--- config.mk ---
export PLATFORM = sky130hd
export DESIGN_NAME = hazard_ctrl_flat
export DESIGN_NICKNAME = d
export VERILOG_FILES = /design/src/rtl/hazard_ctrl_if.sv /design/src/rtl/hazard_ctrl.sv /design/src/flat_wrapper.sv
export SDC_FILE = /design/constraint.sdc
export NUM_CORES = 1
export LEC_CHECK = 0
export BUFFER_PORTS_ARGS = -buffer_cell sky130_fd_sc_hd__buf_2
export CAP_MARGIN = 40
export CORE_MARGIN = 1.5
export CORE_UTILIZATION = 30
export CTS_CLUSTER_DIAMETER = 150
export CTS_CLUSTER_SIZE = 24
export DETAILED_ROUTE_END_ITERATION = 12
export GPL_TIMING_DRIVEN = 1
export PLACE_DENSITY_LB_ADDON = 0.15
export SLEW_MARGIN = 15
export SYNTH_ARGS = -nofsm -noshare
export SYNTH_HDL_FRONTEND = slang
export SYNTH_SLANG_ARGS = --single-unit
--- constraint.sdc ---
create_clock -name clk -period 4.5 [get_ports clk]
set_input_delay 0.45 -clock clk [delete_from_list [all_inputs] [get_ports clk]]
set_output_delay 0.45 -clock clk [all_outputs]
set_load 0.05 [all_outputs]
--- src/rtl/hazard_ctrl_if.sv ---
// -----------------------------------------------------------------------------
// hazard_ctrl_if
// Purpose : Bundles the pipeline-status inputs and the sequencing/counter
//           outputs of hazard_ctrl so the core and the controller share one
//           connection point.
// Signals :
//   ID_Rs, ID_Rt (5)          source register numbers of the ID instruction
//   ID_UseRs, ID_UseRt        ID instruction actually reads rs / rt
//   ID_Jump, ID_Syscall       jump / syscall decoded in ID
//   EX_WbRegNum (5)           destination of the EX instruction
//   EX_RegWrite, EX_MemtoReg  EX writes a register / EX is a load
//   EX_BranchTaken            branch resolved taken in EX
//   MEM_WbRegNum (5)          destination of the MEM instruction
//   MEM_RegWrite              MEM writes a register
//   Go                        resume pulse (only meaningful while halted)
//   PC_EN, EN1..EN4           PC and pipeline register enables
//   Flush1, Flush2            bubble insertion into IF/ID and ID/EX
//   Halted                    controller is in HALT
//   CycleCnt, StallCnt, FlushCnt (CNT_W) performance counters
// Modports: master = pipeline side (drives status), slave = controller.
// -----------------------------------------------------------------------------
interface hazard_ctrl_if #(
   parameter int CNT_W = 32
);
   logic [4:0]       ID_Rs;
   logic [4:0]       ID_Rt;
   logic             ID_UseRs;
   logic             ID_UseRt;
   logic             ID_Jump;
   logic             ID_Syscall;
   logic [4:0]       EX_WbRegNum;
   logic             EX_RegWrite;
   logic             EX_MemtoReg;
   logic             EX_BranchTaken;
   logic [4:0]       MEM_WbRegNum;
   logic             MEM_RegWrite;
   logic             Go;

   logic             PC_EN;
   logic             EN1;
   logic             EN2;
   logic             EN3;
   logic             EN4;
   logic             Flush1;
   logic             Flush2;
   logic             Halted;
   logic [CNT_W-1:0] CycleCnt;
   logic [CNT_W-1:0] StallCnt;
   logic [CNT_W-1:0] FlushCnt;

   modport master (
      output ID_Rs, ID_Rt, ID_UseRs, ID_UseRt, ID_Jump, ID_Syscall,
             EX_WbRegNum, EX_RegWrite, EX_MemtoReg, EX_BranchTaken,
             MEM_WbRegNum, MEM_RegWrite, Go,
      input  PC_EN, EN1, EN2, EN3, EN4, Flush1, Flush2, Halted,
             CycleCnt, StallCnt, FlushCnt
   );

   modport slave (
      input  ID_Rs, ID_Rt, ID_UseRs, ID_UseRt, ID_Jump, ID_Syscall,
             EX_WbRegNum, EX_RegWrite, EX_MemtoReg, EX_BranchTaken,
             MEM_WbRegNum, MEM_RegWrite, Go,
      output PC_EN, EN1, EN2, EN3, EN4, Flush1, Flush2, Halted,
             CycleCnt, StallCnt, FlushCnt
   );
endinterface

--- src/rtl/hazard_ctrl.sv ---
// -----------------------------------------------------------------------------
// hazard_ctrl
// Purpose : Sequencing controller for the five-stage MIPS pipeline. Detects
//           RAW / load-use hazards, inserts bubbles on taken branches and
//           jumps, drains and halts the pipe on SYSCALL, and keeps cycle,
//           stall and redirect counters.
// Ports   :
//   clk  system clock
//   CLR  synchronous active-high reset
//   bus  hazard_ctrl_if.slave (pipeline status in, enables/flushes/counters out)
// Parameters:
//   FORWARDING   0: stall on any RAW vs EX or MEM; 1: stall only on load-use in EX
//   DRAIN_CYCLES cycles for a SYSCALL to travel from EX to WB
//   CNT_W        performance counter width
// -----------------------------------------------------------------------------
module hazard_ctrl #(
   parameter int FORWARDING   = 0,
   parameter int DRAIN_CYCLES = 3,
   parameter int CNT_W        = 32
) (
   input logic          clk,
   input logic          CLR,
   hazard_ctrl_if.slave bus
);
   localparam int DW = (DRAIN_CYCLES < 1) ? 1 : $clog2(DRAIN_CYCLES + 1);

   typedef enum logic [1:0] {
      S_RUN   = 2'd0,
      S_DRAIN = 2'd1,
      S_HALT  = 2'd2
   } state_t;

   state_t           r_state;
   state_t           w_next;
   logic [DW-1:0]    r_drain;
   logic [DW-1:0]    w_drain_nxt;
   logic [CNT_W-1:0] r_cyc_cnt;
   logic [CNT_W-1:0] r_stall_cnt;
   logic [CNT_W-1:0] r_flush_cnt;

   logic w_rs_ex, w_rt_ex, w_rs_mem, w_rt_mem;
   logic w_stall;
   logic w_inc_stall, w_inc_flush;
   logic w_pc_en, w_en1, w_en2, w_en3, w_en4, w_flush1, w_flush2;

   // $0 is hard-wired, so a zero register number never creates a dependency
   assign w_rs_ex  = bus.ID_UseRs && (bus.ID_Rs != 5'd0) && bus.EX_RegWrite  && (bus.ID_Rs == bus.EX_WbRegNum);
   assign w_rt_ex  = bus.ID_UseRt && (bus.ID_Rt != 5'd0) && bus.EX_RegWrite  && (bus.ID_Rt == bus.EX_WbRegNum);
   assign w_rs_mem = bus.ID_UseRs && (bus.ID_Rs != 5'd0) && bus.MEM_RegWrite && (bus.ID_Rs == bus.MEM_WbRegNum);
   assign w_rt_mem = bus.ID_UseRt && (bus.ID_Rt != 5'd0) && bus.MEM_RegWrite && (bus.ID_Rt == bus.MEM_WbRegNum);

   // With bypassing, only a load in EX cannot be forwarded in time
   assign w_stall = (FORWARDING != 0) ? (bus.EX_MemtoReg && (w_rs_ex || w_rt_ex))
                                      : (w_rs_ex || w_rt_ex || w_rs_mem || w_rt_mem);

   always_comb begin
      w_next      = r_state;
      w_drain_nxt = r_drain;
      w_pc_en     = 1'b1;
      w_en1       = 1'b1;
      w_en2       = 1'b1;
      w_en3       = 1'b1;
      w_en4       = 1'b1;
      w_flush1    = 1'b0;
      w_flush2    = 1'b0;
      w_inc_stall = 1'b0;
      w_inc_flush = 1'b0;
      case (r_state)
         S_RUN: begin
            if (bus.EX_BranchTaken) begin
               // Wrong-path instructions sit in IF/ID and ID/EX
               w_flush1    = 1'b1;
               w_flush2    = 1'b1;
               w_inc_flush = 1'b1;
            end else if (w_stall) begin
               // Hold PC and IF/ID so the ID instruction (jump/syscall too) retries
               w_pc_en     = 1'b0;
               w_en1       = 1'b0;
               w_flush2    = 1'b1;
               w_inc_stall = 1'b1;
            end else if (bus.ID_Syscall) begin
               // Syscall moves to EX; PC held at SYSCALL+4 for the resume
               w_pc_en     = 1'b0;
               w_flush1    = 1'b1;
               w_next      = S_DRAIN;
               w_drain_nxt = DW'(DRAIN_CYCLES);
            end else if (bus.ID_Jump) begin
               w_flush1    = 1'b1;
               w_inc_flush = 1'b1;
            end
         end
         S_DRAIN: begin
            w_pc_en     = 1'b0;
            w_en1       = 1'b0;
            w_flush2    = 1'b1;
            w_drain_nxt = r_drain - DW'(1);
            if (r_drain <= DW'(1)) begin
               w_next = S_HALT;
            end
         end
         S_HALT: begin
            w_pc_en = 1'b0;
            w_en1   = 1'b0;
            w_en2   = 1'b0;
            w_en3   = 1'b0;
            w_en4   = 1'b0;
            if (bus.Go) begin
               w_next = S_RUN;
            end
         end
         default: begin
            w_next = S_RUN;
         end
      endcase
   end

   always_ff @(posedge clk) begin
      if (CLR) begin
         r_state     <= S_RUN;
         r_drain     <= '0;
         r_cyc_cnt   <= '0;
         r_stall_cnt <= '0;
         r_flush_cnt <= '0;
      end else begin
         r_state <= w_next;
         r_drain <= w_drain_nxt;
         if (r_state != S_HALT) begin
            r_cyc_cnt <= r_cyc_cnt + CNT_W'(1);
         end
         if (w_inc_stall) begin
            r_stall_cnt <= r_stall_cnt + CNT_W'(1);
         end
         if (w_inc_flush) begin
            r_flush_cnt <= r_flush_cnt + CNT_W'(1);
         end
      end
   end

   assign bus.PC_EN    = w_pc_en;
   assign bus.EN1      = w_en1;
   assign bus.EN2      = w_en2;
   assign bus.EN3      = w_en3;
   assign bus.EN4      = w_en4;
   assign bus.Flush1   = w_flush1;
   assign bus.Flush2   = w_flush2;
   assign bus.Halted   = (r_state == S_HALT);
   assign bus.CycleCnt = r_cyc_cnt;
   assign bus.StallCnt = r_stall_cnt;
   assign bus.FlushCnt = r_flush_cnt;
endmodule

--- src/flat_wrapper.sv ---
// flat-port wrapper written by rule: the top's interface ports become plain ports
module hazard_ctrl_flat 
#(
   parameter int FORWARDING   = 0,
   parameter int DRAIN_CYCLES = 3,
   parameter int CNT_W        = 32
)
  (clk, CLR, bus_ID_Rs, bus_ID_Rt, bus_ID_UseRs, bus_ID_UseRt, bus_ID_Jump, bus_ID_Syscall, bus_EX_WbRegNum, bus_EX_RegWrite, bus_EX_MemtoReg, bus_EX_BranchTaken, bus_MEM_WbRegNum, bus_MEM_RegWrite, bus_Go, bus_PC_EN, bus_EN1, bus_EN2, bus_EN3, bus_EN4, bus_Flush1, bus_Flush2, bus_Halted, bus_CycleCnt, bus_StallCnt, bus_FlushCnt);
  hazard_ctrl_if #(.CNT_W(CNT_W)) bus_i ();
  input logic clk;
  input logic CLR;
  input wire logic [$bits(bus_i.ID_Rs)-1:0] bus_ID_Rs;
  input wire logic [$bits(bus_i.ID_Rt)-1:0] bus_ID_Rt;
  input wire logic [$bits(bus_i.ID_UseRs)-1:0] bus_ID_UseRs;
  input wire logic [$bits(bus_i.ID_UseRt)-1:0] bus_ID_UseRt;
  input wire logic [$bits(bus_i.ID_Jump)-1:0] bus_ID_Jump;
  input wire logic [$bits(bus_i.ID_Syscall)-1:0] bus_ID_Syscall;
  input wire logic [$bits(bus_i.EX_WbRegNum)-1:0] bus_EX_WbRegNum;
  input wire logic [$bits(bus_i.EX_RegWrite)-1:0] bus_EX_RegWrite;
  input wire logic [$bits(bus_i.EX_MemtoReg)-1:0] bus_EX_MemtoReg;
  input wire logic [$bits(bus_i.EX_BranchTaken)-1:0] bus_EX_BranchTaken;
  input wire logic [$bits(bus_i.MEM_WbRegNum)-1:0] bus_MEM_WbRegNum;
  input wire logic [$bits(bus_i.MEM_RegWrite)-1:0] bus_MEM_RegWrite;
  input wire logic [$bits(bus_i.Go)-1:0] bus_Go;
  output wire logic [$bits(bus_i.PC_EN)-1:0] bus_PC_EN;
  output wire logic [$bits(bus_i.EN1)-1:0] bus_EN1;
  output wire logic [$bits(bus_i.EN2)-1:0] bus_EN2;
  output wire logic [$bits(bus_i.EN3)-1:0] bus_EN3;
  output wire logic [$bits(bus_i.EN4)-1:0] bus_EN4;
  output wire logic [$bits(bus_i.Flush1)-1:0] bus_Flush1;
  output wire logic [$bits(bus_i.Flush2)-1:0] bus_Flush2;
  output wire logic [$bits(bus_i.Halted)-1:0] bus_Halted;
  output wire logic [$bits(bus_i.CycleCnt)-1:0] bus_CycleCnt;
  output wire logic [$bits(bus_i.StallCnt)-1:0] bus_StallCnt;
  output wire logic [$bits(bus_i.FlushCnt)-1:0] bus_FlushCnt;
  assign bus_i.ID_Rs = bus_ID_Rs;
  assign bus_i.ID_Rt = bus_ID_Rt;
  assign bus_i.ID_UseRs = bus_ID_UseRs;
  assign bus_i.ID_UseRt = bus_ID_UseRt;
  assign bus_i.ID_Jump = bus_ID_Jump;
  assign bus_i.ID_Syscall = bus_ID_Syscall;
  assign bus_i.EX_WbRegNum = bus_EX_WbRegNum;
  assign bus_i.EX_RegWrite = bus_EX_RegWrite;
  assign bus_i.EX_MemtoReg = bus_EX_MemtoReg;
  assign bus_i.EX_BranchTaken = bus_EX_BranchTaken;
  assign bus_i.MEM_WbRegNum = bus_MEM_WbRegNum;
  assign bus_i.MEM_RegWrite = bus_MEM_RegWrite;
  assign bus_i.Go = bus_Go;
  assign bus_PC_EN = bus_i.PC_EN;
  assign bus_EN1 = bus_i.EN1;
  assign bus_EN2 = bus_i.EN2;
  assign bus_EN3 = bus_i.EN3;
  assign bus_EN4 = bus_i.EN4;
  assign bus_Flush1 = bus_i.Flush1;
  assign bus_Flush2 = bus_i.Flush2;
  assign bus_Halted = bus_i.Halted;
  assign bus_CycleCnt = bus_i.CycleCnt;
  assign bus_StallCnt = bus_i.StallCnt;
  assign bus_FlushCnt = bus_i.FlushCnt;
  hazard_ctrl #(.FORWARDING(FORWARDING), .DRAIN_CYCLES(DRAIN_CYCLES), .CNT_W(CNT_W)) u_core (.clk(clk), .CLR(CLR), .bus(bus_i));
endmodule
# Word level (Yosys, flattened, before mapping)
# Index checks and enable logic that the tools add are counted.
# word_totals
output_inout_bits	104
ff_bits	100
latchBits	0
in_bits	31
n_memories	0
mem_bits_ro	0
ram_bits	0
# classes
bitwise_logic	0
muxes	32
n_addsub	4
n_div	0
order_cmp	1
n_mul	0
n_eq_ne	12
n_shift	0
n_reduce_logical	20
# ops
cell	n
$add 32x1->32 const B	3
$eq 5x5->1	4
$mux 1	19
$mux 2	8
$logic_and 1x1->1	10
$ne 2x2->1 const B	5
$reduce_bool 5->1	2
$pmux 1 s2	3
$pmux 2 s3	1
$reduce_and 5->1	1
$pmux 2 s2	1
$reduce_and 4->1	1
$logic_or 1x1->1	3
$eq 2x1->1 const B	1
$eq 2x2->1 const B	1
$le 2x1->1 const B	1
$logic_not 2->1	1
$ne 2x1->1 const B	1
$reduce_bool 2->1	1
$reduce_or 2->1	1
$sub 2x1->2 const B	1

# Depth between registers and ports, before layout
# Gate-level depths: netlist (run 1).
# logic_depth
depth_word	10
depth_mapped	10
mapped_depth_nobuf	8

# Worst setup path after synthesis (run 1)
# OpenSTA, ideal clock, no wires.
# synth_path
path_type	input port to output port
from	input bus_ID_Rs[1]
to	output bus_PC_EN
path_buffers	2
slack_ns	1.566
stages	7
t_arrival_ns	2.484
cell_sequence	or4_1 o21ai_4 o22a_1 buf_2 buf_2 a21oi_1 nor2_1
# synth_via
elab_chain_cells	10
# synth_lines
element	line	text
start: declaration	flat_wrapper.sv:12	input wire logic [$bits(bus_i.ID_Rs)-1:0] bus_ID_Rs;
$reduce_bool 5->1	hazard_ctrl.sv:47, hazard_ctrl.sv:49	
$logic_and 1x1->1	hazard_ctrl.sv:47, hazard_ctrl.sv:49	
$logic_and 1x1->1 (2 in series)	hazard_ctrl.sv:47	assign w_rs_ex = bus.ID_UseRs && (bus.ID_Rs != 5'd0) && bus.EX_RegWrite && (bus.ID_Rs == bus.EX_WbRegNum);
$logic_or 1x1->1	n/a	
$logic_or 1x1->1 * (2 in series)	hazard_ctrl.sv:54	: (w_rs_ex || w_rt_ex || w_rs_mem || w_rt_mem);
$mux 1 *	hazard_ctrl.sv:75	end else if (w_stall) begin
$mux 1 *	hazard_ctrl.sv:70	if (bus.EX_BranchTaken) begin
$pmux 1 s2 *	hazard_ctrl.sv:68	case (r_state)
end: declaration	flat_wrapper.sv:25	output wire logic [$bits(bus_i.PC_EN)-1:0] bus_PC_EN;
# Every way passes the cells marked *; elsewhere a longest branch is shown, timed or not.

# Final worst setup path (run 1)
# layout_path
from	input bus_ID_Rs[3]
to	output bus_EN1
# layout_via
elab_chain_cells	10
# layout_lines
element	line	text
$reduce_bool 5->1	hazard_ctrl.sv:47, hazard_ctrl.sv:49	
$logic_and 1x1->1	hazard_ctrl.sv:47, hazard_ctrl.sv:49	
$logic_and 1x1->1 (2 in series)	hazard_ctrl.sv:47	
$logic_or 1x1->1	n/a	
$logic_or 1x1->1 * (2 in series)	hazard_ctrl.sv:54	
$mux 1 *	hazard_ctrl.sv:75	
$mux 1 *	hazard_ctrl.sv:70	
$pmux 1 s2 *	hazard_ctrl.sv:68	
end: declaration	flat_wrapper.sv:26	output wire logic [$bits(bus_i.EN1)-1:0] bus_EN1;
# Marked as above.

==> results of run 1 <==
## how the worst max path moves through the flow
stage | end | cells after the start | slack (ns)
3_3_place_gp | bus_EN1 | 9 | 1.33
4_1_cts | bus_EN1 | 9 | 1.28
6_report | bus_EN1 | 9 | 1.29
2_1_floorplan | bus_PC_EN | 7 | 1.57
5_1_grt | bus_EN1 | 9 | 1.12
3_5_place_dp | bus_EN1 | 9 | 1.26
## worst max-delay path, delay by kind of cell
kind	cells	cell delay, ns
simple gates	3	0.91
buf+inv	3	0.61
compound gates	2	0.60
xor+xnor	1	0.16
## state kept, by name (all words and copies together) (netlist names)
| register | count |
|---|---|
| u_core.bus.FlushCnt | 32 |
| u_core.r_drain | 2 |
| u_core.bus.CycleCnt | 32 |
| u_core.r_state | 2 |
| u_core.bus.StallCnt | 32 |
## cells in the mapped netlist (16+ instances only)
cell type / number / area share, %
sky130_fd_sc_hd__nor3_1: 19 / 1.6
sky130_fd_sc_hd__o311ai_0: 16 / 2.4
sky130_fd_sc_hd__nand2_1: 33 / 2.1
sky130_fd_sc_hd__dfxtp_1: 100 / 35
sky130_fd_sc_hd__nand4_1: 34 / 3.7
sky130_fd_sc_hd__nor2_1: 73 / 4.7
sky130_fd_sc_hd__a21oi_1: 31 / 2.7
sky130_fd_sc_hd__and3_1: 17 / 1.8
sky130_fd_sc_hd__nand3_1: 38 / 3.3
sky130_fd_sc_hd__xor2_1: 33 / 5.0
sky130_fd_sc_hd__and4_1: 18 / 2.7
sky130_fd_sc_hd__nor2b_1: 31 / 3.3
sky130_fd_sc_hd__inv_1: 22 / 1.4
sky130_fd_sc_hd__clkbuf_1: 29 / 1.9
sky130_fd_sc_hd__mux2_2: 29 / 5.6
## logic make-up (layout without fill, tap and decap cells)
family                   after synthesis  after routing  synth area share, %
AND/OR/NAND/NOR                      323            323                 30.7
AO/OA/AOI/OAI                        113            113                 15.4
XOR/XNOR                              47             47                 7.11
buffers and inverters                 68            180                 4.95
adder cells (fa/ha/maj)                7              7                 1.51
flip-flops                           100            100                 34.6
multiplexers                          30             30                 5.81
## per-layer routing
| metal | vias to the layer above | track usage (%) | share of wire, % |
|---|---|---|---|
| met4 | 0 | 6.19 | 1.5 |
| met5 | - | 0 | 0 |
| met3 | 19 | 2.96 | 4.7 |
| li1 | 2761 | - | - |
| met2 | 142 | 28.1 | 48 |
| met1 | 2652 | 20.8 | 46 |
## area by class of cell
| cell class | instances | area share [%] |
|---|---|---|
| clock buffer | 10 | 3.27 |
| inverter | 23 | 1.23 |
| tap | 260 | 4.65 |
| timing repair buffer | 141 | 10.5 |
| clock inverter | 6 | 1.70 |
| multi-input combinational | 520 | 50.1 |
| sequential | 100 | 28.6 |
## metrics by stage
step,instance area (sq um),hold slack (ns)
2_1_floorplan,5790,0.451
3_3_place_gp,6630,0.471
3_5_place_dp,6640,0.489
4_1_cts,6990,0.503
5_1_grt,7000,0.527
6_report,7000,0.505
## report_power, final
| group | leakage (nW) | internal (W) | switching [W] |
|---|---|---|---|
| registers | 0.808 | 0.000905 | 0.0000241 |
| logic | 1.80 | 0.000103 | 0.000296 |
| clock network | 0.170 | 0.000553 | 0.000377 |
==> run_summary.xml, run 1 <==
<?xml version="1.0" encoding="UTF-8"?>
<metrics>
  <group name="critical_path">
    <metric name="critPathKind" unit="">input pin to output pin</metric>
    <metric name="regToRegEndpoint" unit="">u_core.bus.FlushCnt[30]</metric>
    <metric name="crit_path_max_fanout" unit="">33</metric>
    <metric name="worst_ep_required_time" unit="ns">4.05</metric>
    <metric name="slowest_delay" unit="ns">0.43</metric>
    <metric name="crit_slowest_cell" unit="">sky130_fd_sc_hd__nor2_1</metric>
    <metric name="setup.worst_path.start" unit="">bus_ID_Rs[3]</metric>
    <metric name="reg2reg_from" unit="">u_core.r_state[0]</metric>
    <metric name="timing.reg2reg.setup_slack" unit="ns">1.61</metric>
    <metric name="timing.reg2reg.worst_path_depth" unit="">8</metric>
    <metric name="worstPathArrival" unit="ns">2.76</metric>
    <metric name="crit_path_cell_trace" unit="">buf_2, xor2_1, nor4_1, a32oi_2, o22a_1, buf_4, nor2_1, nor2_1, buf_2</metric>
    <metric name="cp-end-kind" unit="">output pin</metric>
    <metric name="cp-start-kind" unit="">input pin</metric>
  </group>
  <group name="cells_and_area">
    <metric name="commonest_cells_after_routing_fill_and_taps_aside" unit="">sky130_fd_sc_hd__buf_2, sky130_fd_sc_hd__dfxtp_1, sky130_fd_sc_hd__nor2_1</metric>
    <metric name="area.growth.synth_to_final" unit="%">20.9</metric>
    <metric name="n_antenna_cell" unit="">0</metric>
    <metric name="most_common_cell_after_layout_fill_and_taps_aside" unit="">sky130_fd_sc_hd__buf_2</metric>
    <metric name="finalNonFillerCells" unit="">1060</metric>
    <metric name="fill_cells" unit="">1950</metric>
    <metric name="final_nets" unit="">833</metric>
    <metric name="layout-drive-gt1-share" unit="%">25.9</metric>
    <metric name="multi_input_comb_area" unit="sq mm">0.00351</metric>
    <metric name="sequential_cell_area_in_the_final_layout" unit="sq mm">0.00200</metric>
    <metric name="fin_util" unit="%">37.2</metric>
  </group>
  <group name="global_routing">
    <metric name="grt_antenna_before_repair" unit="">0</metric>
    <metric name="grt_start_max_net_pins" unit="">72</metric>
    <metric name="global_route.usage.total" unit="%">16.5</metric>
    <metric name="number_of_global_route_vias_before_repair" unit="">5365</metric>
    <metric name="grt.overflow.total" unit="">0</metric>
    <metric name="wire_length_of_the_first_global_routing_pass" unit="mm">27.0</metric>
  </group>
  <group name="floorplanning">
    <metric name="die_w" unit="um">142</metric>
    <metric name="core_region_area" unit="sq mm">0.0188</metric>
    <metric name="die_y" unit="um">142</metric>
    <metric name="floorplan.initialDensity" unit="%">30.8</metric>
    <metric name="ioPinCount" unit="">135</metric>
    <metric name="placementRows" unit="">50</metric>
    <metric name="fp.dieArea" unit="sq mm">0.0201</metric>
  </group>
  <group name="clock_network">
    <metric name="cts_resized" unit="">0</metric>
    <metric name="setup_bufs_post_cts" unit="">0</metric>
    <metric name="cts_inserted_buffers" unit="">9</metric>
    <metric name="cts_tree" unit="">yes</metric>
    <metric name="clkLatencyLatePin" unit="ns">0.35</metric>
    <metric name="cts_num_sinks" unit="">100</metric>
    <metric name="clock_tree.buffer_depth" unit="">2</metric>
    <metric name="cts_hold_buf" unit="">0</metric>
    <metric name="cts.clk_slew.worst_paths" unit="ns">0.07</metric>
    <metric name="cts-htree-levels" unit="">3</metric>
    <metric name="library_cell_used_as_clock_root_buffer" unit="">sky130_fd_sc_hd__clkbuf_16</metric>
  </group>
  <group name="timing">
    <metric name="timing.clock.skew" unit="ns">0.00674</metric>
    <metric name="rsz0062_at_grt" unit="">no</metric>
    <metric name="final_critical_path_setup_slack" unit="ns">1.29</metric>
    <metric name="final_min_period_over_clock_period" unit="%">71.4</metric>
    <metric name="max_slew_margin" unit="%">43.4</metric>
    <metric name="maxSlewViolCount" unit="">0</metric>
    <metric name="finalSetupViolations" unit="">0</metric>
    <metric name="setup-tns-final" unit="ns">0</metric>
    <metric name="least_margin_pin_slew" unit="ns">0.842</metric>
    <metric name="clock_period_minus_worst_slack" unit="ns">3.21</metric>
    <metric name="fmax" unit="MHz">311</metric>
    <metric name="final_hold_viol_count" unit="">0</metric>
  </group>
  <group name="logic_synthesis">
    <metric name="ys_dominant_reg_cell" unit="">sky130_fd_sc_hd__dfxtp_1</metric>
    <metric name="post_synth_num_cell_types" unit="">56</metric>
    <metric name="flip_flop_and_latch_count_after_synthesis" unit="">100</metric>
    <metric name="syn_nets" unit="">726</metric>
    <metric name="yosys_warnings" unit="">0</metric>
    <metric name="syn_std_cell_area" unit="sq mm">0.00579</metric>
    <metric name="syn_area_per_cell" unit="sq um">8.42</metric>
    <metric name="synth_edf_count" unit="">0</metric>
    <metric name="proportion_of_synthesized_chip_area_in_sequential_cells" unit="%">34.6</metric>
    <metric name="ys_async_sr_fraction" unit="%">0</metric>
    <metric name="syn-instance-count" unit="">688</metric>
  </group>
  <group name="status">
    <metric name="outcome" unit="">finished clean</metric>
  </group>
  <group name="pwr">
    <metric name="vdd_drop_max" unit="mV">0.182</metric>
    <metric name="cellLeakagePower" unit="nW">2.77</metric>
    <metric name="total_power" unit="W">0.00226</metric>
    <metric name="cellPowerDensity" unit="mW/mm^2">323</metric>
  </group>
  <group name="detailed_routing">
    <metric name="drtAntennaViolNets" unit="">0</metric>
    <metric name="detail_route.drc_violations" unit="">0</metric>
    <metric name="detailroute.via_count" unit="">5574</metric>
    <metric name="via_per_inst" unit="">5.26</metric>
    <metric name="routed_length_per_instance" unit="um">15.6</metric>
    <metric name="initial_drc_count" unit="">296</metric>
    <metric name="drt-total-wl" unit="mm">16.5</metric>
    <metric name="drtPass1Iterations" unit="">4</metric>
  </group>
  <group name="place">
    <metric name="pre_cts_slack" unit="ns">1.26</metric>
    <metric name="rd_place_congestion" unit="">0.850</metric>
    <metric name="dp.cells" unit="">1043</metric>
    <metric name="hpwl" unit="mm">11.5</metric>
    <metric name="numPortBuffers" unit="">133</metric>
  </group>
  <group name="min_path">
    <metric name="whs_endpoint" unit="">u_core.bus.CycleCnt[16]</metric>
    <metric name="hold_path.startpoint" unit="">u_core.bus.CycleCnt[16]</metric>
    <metric name="timing.hold.worst.class" unit="">register to register</metric>
    <metric name="worst_hold_path.num_cells" unit="">2</metric>
  </group>
  <group name="flow_run">
    <metric name="maxCapViolations" unit="">0</metric>
  </group>
</metrics>
Power figures use the tool's default switching activity.
==> inputs of run 2 (changes only) <==
==> constraint.sdc (replaced) <==
create_clock -name clk -period 3.1 [get_ports clk]
set_input_delay 0.31 -clock clk [delete_from_list [all_inputs] [get_ports clk]]
set_output_delay 0.31 -clock clk [all_outputs]
set_load 0.05 [all_outputs]
==> run_summary.xml, run 2 (same netlist as run 1, synthesis figures left out) <==
<?xml version="1.0" encoding="UTF-8"?>
<metrics>
  <group name="floorplanning">
    <metric name="die_y" unit="um">142</metric>
    <metric name="fp.dieArea" unit="sq mm">0.0201</metric>
    <metric name="core_region_area" unit="sq mm">0.0188</metric>
    <metric name="ioPinCount" unit="">135</metric>
    <metric name="placementRows" unit="">50</metric>
    <metric name="die_w" unit="um">142</metric>
    <metric name="floorplan.initialDensity" unit="%">30.8</metric>
  </group>
  <group name="global_routing">
    <metric name="number_of_global_route_vias_before_repair" unit="">5304</metric>
    <metric name="grt_start_max_net_pins" unit="">55</metric>
    <metric name="grt.overflow.total" unit="">0</metric>
    <metric name="global_route.usage.total" unit="%">16.4</metric>
    <metric name="grt_antenna_before_repair" unit="">0</metric>
    <metric name="wire_length_of_the_first_global_routing_pass" unit="mm">26.9</metric>
  </group>
  <group name="clock_network">
    <metric name="clock_tree.buffer_depth" unit="">2</metric>
    <metric name="clkLatencyLatePin" unit="ns">0.35</metric>
    <metric name="cts_inserted_buffers" unit="">9</metric>
    <metric name="cts-htree-levels" unit="">3</metric>
    <metric name="cts_num_sinks" unit="">100</metric>
    <metric name="cts.clk_slew.worst_paths" unit="ns">0.07</metric>
    <metric name="cts_hold_buf" unit="">0</metric>
    <metric name="cts_tree" unit="">yes</metric>
    <metric name="library_cell_used_as_clock_root_buffer" unit="">sky130_fd_sc_hd__clkbuf_16</metric>
    <metric name="cts_resized" unit="">0</metric>
    <metric name="setup_bufs_post_cts" unit="">0</metric>
  </group>
  <group name="timing">
    <metric name="whs" unit="ns">0.420</metric>
    <metric name="final_critical_path_setup_slack" unit="ns">0.378</metric>
    <metric name="rsz0062_at_grt" unit="">no</metric>
    <metric name="maxSlewViolCount" unit="">0</metric>
    <metric name="timing.clock.skew" unit="ns">0.00967</metric>
    <metric name="fmax" unit="MHz">367</metric>
    <metric name="setup-tns-final" unit="ns">0</metric>
    <metric name="clock_period_minus_worst_slack" unit="ns">2.72</metric>
    <metric name="max_slew_margin" unit="%">47.0</metric>
    <metric name="final_hold_viol_count" unit="">0</metric>
    <metric name="finalSetupViolations" unit="">0</metric>
    <metric name="least_margin_pin_slew" unit="ns">0.796</metric>
    <metric name="final_min_period_over_clock_period" unit="%">87.8</metric>
  </group>
  <group name="critical_path">
    <metric name="timing.reg2reg.worst_path_depth" unit="">9</metric>
    <metric name="setup.worst_path.start" unit="">bus_ID_Rs[3]</metric>
    <metric name="slowest_delay" unit="ns">0.42</metric>
    <metric name="reg2reg_from" unit="">u_core.r_state[1]</metric>
    <metric name="crit_path_cell_trace" unit="">buf_2, xor2_1, nor4_1, a32oi_2, buf_4, o22a_1, nor2_1, nor2_1, buf_2</metric>
    <metric name="worst_ep_required_time" unit="ns">2.79</metric>
    <metric name="crit_slowest_cell" unit="">sky130_fd_sc_hd__nor2_1</metric>
    <metric name="crit_path_max_fanout" unit="">6</metric>
    <metric name="critical_path_cell_count" unit="">9</metric>
    <metric name="worst_path_dominant_cell_family" unit="">simple AND/OR/NAND/NOR gates</metric>
    <metric name="worstPathArrival" unit="ns">2.41</metric>
    <metric name="cp-start-kind" unit="">input pin</metric>
    <metric name="cp-end-kind" unit="">output pin</metric>
    <metric name="critPathKind" unit="">input pin to output pin</metric>
    <metric name="critical_path_buf_inv_count" unit="">3</metric>
  </group>
  <group name="pwr">
    <metric name="sequentialPowerShare" unit="%">44.1</metric>
    <metric name="cellLeakagePower" unit="nW">2.80</metric>
    <metric name="power_switching" unit="W">0.000999</metric>
    <metric name="power_frac_comb" unit="%">19.7</metric>
    <metric name="p_int" unit="W">0.00206</metric>
    <metric name="clock_network_fraction_of_design_power" unit="%">36.2</metric>
    <metric name="cellPowerDensity" unit="mW/mm^2">433</metric>
    <metric name="vdd_drop_max" unit="mV">0.279</metric>
    <metric name="switching_share_of_power" unit="%">32.7</metric>
    <metric name="total_power" unit="W">0.00306</metric>
  </group>
  <group name="cells_and_area">
    <metric name="layout-drive-gt1-share" unit="%">27.3</metric>
    <metric name="most_common_cell_after_layout_fill_and_taps_aside" unit="">sky130_fd_sc_hd__buf_2</metric>
    <metric name="n_antenna_cell" unit="">0</metric>
    <metric name="fill_cells" unit="">1991</metric>
    <metric name="area.growth.synth_to_final" unit="%">22.0</metric>
    <metric name="commonest_cells_after_routing_fill_and_taps_aside" unit="">sky130_fd_sc_hd__buf_2, sky130_fd_sc_hd__dfxtp_1, sky130_fd_sc_hd__nor2_1</metric>
    <metric name="final_nets" unit="">847</metric>
  </group>
  <group name="detailed_routing">
    <metric name="detail_route.drc_violations" unit="">0</metric>
    <metric name="via_per_inst" unit="">5.23</metric>
    <metric name="drtAntennaViolNets" unit="">0</metric>
    <metric name="drt-total-wl" unit="mm">16.4</metric>
    <metric name="initial_drc_count" unit="">272</metric>
    <metric name="detailroute.via_count" unit="">5620</metric>
    <metric name="routed_length_per_instance" unit="um">15.3</metric>
    <metric name="drtPass1Iterations" unit="">5</metric>
  </group>
  <group name="flow_run">
    <metric name="maxCapViolations" unit="">0</metric>
  </group>
  <group name="min_path">
    <metric name="hold_path.startpoint" unit="">CLR</metric>
    <metric name="timing.hold.worst.class" unit="">input pin to register</metric>
    <metric name="worst_hold_path.num_cells" unit="">2</metric>
  </group>
  <group name="place">
    <metric name="hpwl" unit="mm">11.7</metric>
    <metric name="numPortBuffers" unit="">133</metric>
    <metric name="rd_place_congestion" unit="">0.884</metric>
    <metric name="pre_cts_slack" unit="ns">0.350</metric>
  </group>
  <group name="status">
    <metric name="outcome" unit="">finished clean</metric>
  </group>
</metrics>
-- run 2: cell types whose count changed in the layout (fill, tap and decap cells not counted) --
cell	change
sky130_fd_sc_hd__buf_6	-1
sky130_fd_sc_hd__inv_6	-2
sky130_fd_sc_hd__buf_8	+1
sky130_fd_sc_hd__clkinvlp_4	+5
sky130_fd_sc_hd__clkbuf_1	-1
sky130_fd_sc_hd__buf_12	+1
sky130_fd_sc_hd__clkbuf_8	+1
sky130_fd_sc_hd__buf_4	+13
sky130_fd_sc_hd__bufinv_16	-3
-- run 2: per-layer routing --
| metal | global-route usage (%) | share of wire, % | vias to the layer above |
|---|---|---|---|
| li1 | - | - | 2789 |
| met1 | 20.8 | 46 | 2678 |
| met2 | 28.4 | 49 | 145 |
| met3 | 3.33 | 4.4 | 8 |
| met4 | 4.12 | 0.83 | 0 |
| met5 | 0 | 0 | - |
-- run 2: worst paths after layout --
kind                                                 to  slack (ns)
worst max-delay path                            bus_EN1        0.38
worst min-delay path             u_core.bus.StallCnt[1]        0.42
worst max register to register  u_core.bus.FlushCnt[17]        0.49
worst min register to register  u_core.bus.FlushCnt[17]        0.50
-- run 2: power groups by stage --
stage,clock (W),sequential (W),combinational [W]
floorplan,0,0.00144,0.000347
global placement,0,0.00138,0.000582
detailed placement,0,0.00138,0.000600
CTS,0.00115,0.00135,0.000602
global route,0.00120,0.00135,0.000653
finish,0.00111,0.00135,0.000602
-- run 2: metrics by stage --
step | area [sq um] | utilization, % | cells
global placement | 6750 | 35.8 | 1056
global route | 7060 | 37.5 | 1074
CTS | 7060 | 37.5 | 1074
detailed placement | 6780 | 36.0 | 1058
finish | 7060 | 37.5 | 1074
floorplan | 5790 | - | 688
-- run 2: worst register-to-register path: stages (launching register included) --
cell,delay (ns)
sky130_fd_sc_hd__dfxtp_1,0.33
sky130_fd_sc_hd__inv_1,0.09
sky130_fd_sc_hd__ha_1,0.17
sky130_fd_sc_hd__clkinv_1,0.27
sky130_fd_sc_hd__nor2_1,0.45
sky130_fd_sc_hd__o32ai_4,0.22
sky130_fd_sc_hd__buf_8,0.23
sky130_fd_sc_hd__buf_4,0.17
sky130_fd_sc_hd__or4_1,0.46
sky130_fd_sc_hd__a21oi_1,0.15
-- run 2: final cells by class --
type / instances / area, sq um / area share [%]
clock buffer: 10 / 239 / 3.38
clock inverter: 6 / 48.8 / 0.691
inverter: 23 / 86.3 / 1.22
multi-input combinational: 520 / 3510 / 49.6
sequential: 100 / 2000 / 28.3
tap: 260 / 325 / 4.61
timing repair buffer: 155 / 857 / 12.1
